## src/rtl/sobel_edge_filter.sv

```systemverilog
// Streaming 3x3 Sobel edge detector: two line buffers feed a sliding window,
// and a two-stage pipeline produces one edge magnitude per interior pixel.
module sobel_edge_filter #(
  parameter int unsigned IMG_W  = 5,
  parameter int unsigned IMG_H  = 5,
  parameter int unsigned THRESH = 0
) (
  input  logic       clk_i,
  input  logic       rst_ni,
  input  logic       start_i,
  input  logic       valid_i,
  input  logic [7:0] GrayColor_i,
  output logic       busy_o,
  output logic       valid_o,
  output logic [7:0] EdgeColor_o,
  output logic       done_o
);

  localparam int unsigned COL_W = $clog2(IMG_W);
  localparam int unsigned ROW_W = $clog2(IMG_H);
  localparam int unsigned PIX_W = 8;
  localparam int unsigned SUM_W = 10;
  localparam int unsigned MAG_W = 11;

  typedef enum logic [1:0] {IDLE, RUN, FLUSH} state_e;

  state_e             state, state_next;
  logic [COL_W-1:0]   col;
  logic [ROW_W-1:0]   row;
  logic               flush_cnt;
  logic               accept_c, last_c, qual_c;
  logic [PIX_W-1:0]   lb0 [IMG_W];
  logic [PIX_W-1:0]   lb1 [IMG_W];
  logic [2:0][2:0][PIX_W-1:0] win;
  logic               s1_valid, s1_last, s2_valid, s2_last;
  logic [PIX_W-1:0]   s2_pix;

  logic [SUM_W-1:0]        gx_p, gx_n, gy_p, gy_n;
  logic signed [MAG_W-1:0] gx, gy;
  logic [MAG_W-1:0]        ax, ay, mag;
  logic [PIX_W-1:0]        edge_c;

  assign last_c = (row == ROW_W'(IMG_H - 1)) && (col == COL_W'(IMG_W - 1));
  assign qual_c = (row >= ROW_W'(2)) && (col >= COL_W'(2));

  // Next-state logic; start_i always wins and (re)enters RUN
  always_comb begin
    state_next = state;
    accept_c   = 1'b0;
    case (state)
      IDLE: begin
        if (start_i) state_next = RUN;
      end
      RUN: begin
        if (start_i) begin
          state_next = RUN;
        end else if (valid_i) begin
          accept_c = 1'b1;
          if (last_c) state_next = FLUSH;
        end
      end
      FLUSH: begin
        if (start_i)        state_next = RUN;
        else if (flush_cnt) state_next = IDLE;
      end
      default: state_next = IDLE;
    endcase
  end

  // busy_o stays high through the second FLUSH cycle so it falls after done_o
  always_ff @(posedge clk_i or negedge rst_ni) begin
    if (!rst_ni) begin
      state     <= IDLE;
      busy_o    <= 1'b0;
      flush_cnt <= 1'b0;
    end else begin
      state     <= state_next;
      busy_o    <= (state_next != IDLE) || (state == FLUSH);
      flush_cnt <= (state == FLUSH) && !flush_cnt && !start_i;
    end
  end

  always_ff @(posedge clk_i or negedge rst_ni) begin
    if (!rst_ni) begin
      col <= '0;
      row <= '0;
    end else if (start_i) begin
      col <= '0;
      row <= '0;
    end else if (accept_c) begin
      if (col == COL_W'(IMG_W - 1)) begin
        col <= '0;
        row <= last_c ? '0 : row + ROW_W'(1);
      end else begin
        col <= col + COL_W'(1);
      end
    end
  end

  // Line buffers: column col holds the two previous rows at that column
  always_ff @(posedge clk_i) begin
    if (accept_c) begin
      lb1[col] <= lb0[col];
      lb0[col] <= GrayColor_i;
    end
  end

  always_comb begin
    gx_p = SUM_W'(win[0][2]) + SUM_W'({win[1][2], 1'b0}) + SUM_W'(win[2][2]);
    gx_n = SUM_W'(win[0][0]) + SUM_W'({win[1][0], 1'b0}) + SUM_W'(win[2][0]);
    gy_p = SUM_W'(win[2][0]) + SUM_W'({win[2][1], 1'b0}) + SUM_W'(win[2][2]);
    gy_n = SUM_W'(win[0][0]) + SUM_W'({win[0][1], 1'b0}) + SUM_W'(win[0][2]);
    gx   = $signed({1'b0, gx_p}) - $signed({1'b0, gx_n});
    gy   = $signed({1'b0, gy_p}) - $signed({1'b0, gy_n});
    ax   = gx[MAG_W-1] ? MAG_W'(-gx) : MAG_W'(gx);
    ay   = gy[MAG_W-1] ? MAG_W'(-gy) : MAG_W'(gy);
    mag  = ax + ay;
    if (THRESH == 0) edge_c = (mag > MAG_W'(255)) ? 8'hFF : mag[PIX_W-1:0];
    else             edge_c = (32'(mag) >= THRESH) ? 8'hFF : 8'h00;
  end

  // Window shift plus result pipeline; start_i drops anything in flight
  always_ff @(posedge clk_i or negedge rst_ni) begin
    if (!rst_ni) begin
      win         <= '0;
      s1_valid    <= 1'b0;
      s1_last     <= 1'b0;
      s2_valid    <= 1'b0;
      s2_last     <= 1'b0;
      s2_pix      <= '0;
      valid_o     <= 1'b0;
      done_o      <= 1'b0;
      EdgeColor_o <= '0;
    end else begin
      if (accept_c) begin
        for (int r = 0; r < 3; r++) begin
          win[r][0] <= win[r][1];
          win[r][1] <= win[r][2];
        end
        win[0][2] <= lb1[col];
        win[1][2] <= lb0[col];
        win[2][2] <= GrayColor_i;
      end
      if (start_i) begin
        s1_valid <= 1'b0;
        s1_last  <= 1'b0;
        s2_valid <= 1'b0;
        s2_last  <= 1'b0;
        valid_o  <= 1'b0;
        done_o   <= 1'b0;
      end else begin
        s1_valid <= accept_c && qual_c;
        s1_last  <= accept_c && last_c;
        s2_valid <= s1_valid;
        s2_last  <= s1_last;
        valid_o  <= s2_valid;
        done_o   <= s2_valid && s2_last;
      end
      if (s1_valid) s2_pix <= edge_c;
      if (s2_valid) EdgeColor_o <= s2_pix;
    end
  end

endmodule

```

## config.mk

```make
export PLATFORM = sky130hd
export DESIGN_NAME = sobel_edge_filter
export DESIGN_NICKNAME = d
export VERILOG_FILES = /design/src/rtl/sobel_edge_filter.sv
export SDC_FILE = /design/constraint.sdc
export NUM_CORES = 1
export LEC_CHECK = 0
export CAP_MARGIN = 10
export CORE_ASPECT_RATIO = 1.5
export CORE_MARGIN = 4
export CORE_UTILIZATION = 30
export CTS_CLUSTER_SIZE = 24
export DETAILED_ROUTE_END_ITERATION = 8
export PLACE_DENSITY = 0.41
export SYNTH_ARGS = -nofsm -noshare
export SYNTH_HDL_FRONTEND = slang
export SYNTH_SLANG_ARGS = --single-unit
```

## constraint.sdc

```tcl
create_clock -name clk_i -period 9.8 [get_ports clk_i]
set_clock_uncertainty 0.1 [all_clocks]
set_input_delay 0.98 -clock clk_i [delete_from_list [all_inputs] [get_ports clk_i]]
set_output_delay 0.98 -clock clk_i [all_outputs]
set_load 0.05 [all_outputs]
```

==> flow_summary.json <==
{
  "status": "complete, no violations",
  "synth_xor_area_frac": 0.03304,
  "grt_first_pass_wirelength_um": 36560,
  "max-slew-margin-rel": 0.3629,
  "synthArstFlopShare": 0.5652,
  "regArea_um2": 5005,
  "cts_resized": 0,
  "syn_nets": 1036,
  "clock_sinks": 184,
  "cp-startpoint": "win[20]",
  "synth_top_family_by_area": "adder cells",
  "drtIter0Drc": 322,
  "finalMaxSlewViolations": 0,
  "first_global_vias": 6620,
  "reg2reg_depth": 23,
  "io_buffers": 22,
  "hold_path_depth": 1,
  "gp_congestion": 0.7325,
  "final_nets": 1060,
  "vias_per_cell": 4.527,
  "nFillCells": 3325,
  "rows": 82,
  "cts_buffers": 17,
  "ys.flop_type": "dfrtp_1",
  "antenna_cells": 0,
  "syn_area_um2": 10220,
  "tightestPinTransition_ns": 0.9557,
  "synth_cells": 920,
  "grt_max_degree": 87,
  "initial_core_util": 0.3047,
  "globalRouteTotalUtil": 0.1265,
  "yosysWarnings": 0,
  "drt-wirelength-per-cell_um": 16.10,
  "clk_pin_slew_ns": 0.07,
  "yosys.area_share.simple": 0.1035,
  "tritoncts": "done",
  "routed_wl_um": 22170,
  "worstSetupPathType": "flop to flop",
  "hold_violations": 0,
  "worstHoldStart": "flush_cnt",
  "drive_above_1_share": 0.08777,
  "cts.htree.levels": 4,
  "synthAdderAreaFrac": 0.1735,
  "period_needed_ns": 6.144,
  "cp.required_ns": 10.01,
  "ctsHoldBuffers": 0,
  "finalCritPeriodShare": 0.6269,
  "fmax_ghz": 0.1628,
  "clock_latency_ns": 0.45,
  "drc": 0,
  "antenna_found_initial": 0,
  "worstSetupStartpointType": "flop",
  "grt_overflow": 0,
  "io_pins": 23,
  "hp-class": "flop to flop",
  "setup-tns-final_ns": 0,
  "rsz0062_at_grt": "no",
  "final_antenna_net_count": 0,
  "cts_buffer_depth": 2,
  "dieArea_um2": 37160,
  "die_y_um": 234.1,
  "reg2reg_from": "win[20]",
  "critPathMaxFanout": 9,
  "synth_compound_area_frac": 0.09497,
  "synth_edf_count": 80,
  "syn_avg_cell_area_um2": 11.11,
  "synth_seq_area_share": 0.4895,
  "dp_hpwl_um": 16170,
  "post_cts_buffers": 0,
  "setup_viol": 0,
  "synth.distinct_cells": 66,
  "synthMuxAreaShare": 0.04406,
  "cts-root-buf": "clkbuf_16",
  "critical_path_arrival_ns": 6.36,
  "maxCapViolCount": 0,
  "die_w_um": 158.7,
  "drt_first_pass_iters": 4,
  "core_um2": 33550,
  "ys_seq_elements": 184,
  "syn_to_final_growth_pct": 13.21,
  "via_count": 6234,
  "multiInputGateArea_um2": 4636,
  "cp-end-kind": "flop"
}
synthesized netlist by cell type (3+ instances only):
master	count	area, µm²
a21o_1	3	22.52
a21oi_1	39	195.2
a22oi_1	8	60.06
a31oi_1	3	18.77
clkbuf_1	27	101.4
dfrtp_1	104	2603
edfxtp_1	80	2402
fa_1	63	1261
ha_1	41	513.0
inv_1	135	506.7
mux2_2	16	180.2
mux2i_1	9	90.09
mux4_2	8	180.2
nand2_1	124	465.5
nand2b_1	8	50.05
nand3_1	7	35.03
nor2_1	54	202.7
nor2b_1	7	43.79
nor3_1	8	40.04
nor3b_1	3	22.52
nor4_1	4	25.02
o21a_1	6	45.04
o21ai_0	75	375.4
o21bai_1	3	22.52
o31ai_1	3	22.52
xnor2_1	19	166.4
xor2_1	14	122.6
through the flow:
stage / instances / area, µm² / hold WS [ns] / util / setup slack [ns]
final: 1377 / 11570 / 0.3175 / 0.3450 / 3.656
after global routing: 1377 / 11570 / 0.3428 / 0.3450 / 3.161
after CTS: 1377 / 11570 / 0.3236 / 0.3450 / 3.577
after detailed placement: 1345 / 10990 / 0.3135 / 0.3275 / 3.618
after global placement: 1345 / 10990 / 0.3108 / 0.3275 / 3.646
after floorplan: 920 / 10220 / 0.2916 / - / 4.146
critical path: stages (launching register included):
cell,delay (ns)
dfrtp_1,0.34
inv_1,0.10
fa_1,0.55
inv_1,0.05
fa_1,0.47
inv_1,0.06
fa_1,0.53
inv_1,0.05
ha_1,0.34
o21ai_0,0.10
o21bai_1,0.23
o22ai_1,0.16
o21bai_1,0.16
a21o_1,0.34
mux2_2,0.42
ha_1,0.30
a21o_1,0.18
a41oi_1,0.20
o21ai_0,0.17
o31ai_1,0.40
nor3_1,0.09
a311o_1,0.45
nor2_1,0.15
a21oi_1,0.08
placed cells by master, fill, tap and decap left out, types with 6 or more instances in the layout:
master           Yosys  routed
edfxtp_1            80      80
xor2_1              14      14
nand2b_1             8       8
nor2b_1              7       7
mux2i_1              9       9
fa_1                63      63
nor3_1               8       7
dfrtp_1            104     104
a21oi_1             39      39
o21ai_0             75      75
mux2_2              16      16
ha_1                41      41
nor2_1              54      54
mux4_2               8       8
a22oi_1              8       8
clkbuf_16            0      17
o21a_1               6       6
nand3_1              7       7
xnor2_1             19      19
nand2_1            124     124
clkdlybuf4s50_1      0      21
inv_1              135     135
buf_4                0      14
metal layers:
layer / share of wire / wire [µm] / track usage
met3: 0.013 / 286 / 0.02110
met5: 0 / 0 / 0
met2: 0.54 / 11980 / 0.2328
met4: 0.016 / 353 / 0.04478
met1: 0.43 / 9547 / 0.1497
cell families after synthesis:
family | after synthesis
DFF | 184
adders and majority gates | 104
and+or+nand+nor | 236
AOI/OAI and AO/OA | 162
buffers and inverters | 165
xor gates and xnor gates | 36
muxes | 33
final cells by class:
cell class	instances	share of cell area
flip-flops and latches	184	0.4324
multi-input cells	571	0.4005
well taps	420	0.04541
inverters	135	0.04378
clock buffers	20	0.03773
repair buffers	35	0.02724
clock inverters	12	0.01286
sequential cells by signal (all words and copies together), names as in the netlist, 2 cells and up:
name         cells
win             72
lb0             40
lb1             40
EdgeColor_o      8
s2_pix           8
col              3
row              3
state            2
final timing paths:
path	end	slack [ns]
min reg2reg	flush_cnt	0.32
max reg2reg	s2_pix[1]	3.66
min in group asynchronous	win[61]	0.45
max in group asynchronous	win[16]	7.91
min	flush_cnt	0.32
max	s2_pix[1]	3.66
Power is left out: the tool's default activity adds up to more than one toggle a clock period on the data nets, which glitch-free logic cannot reach.
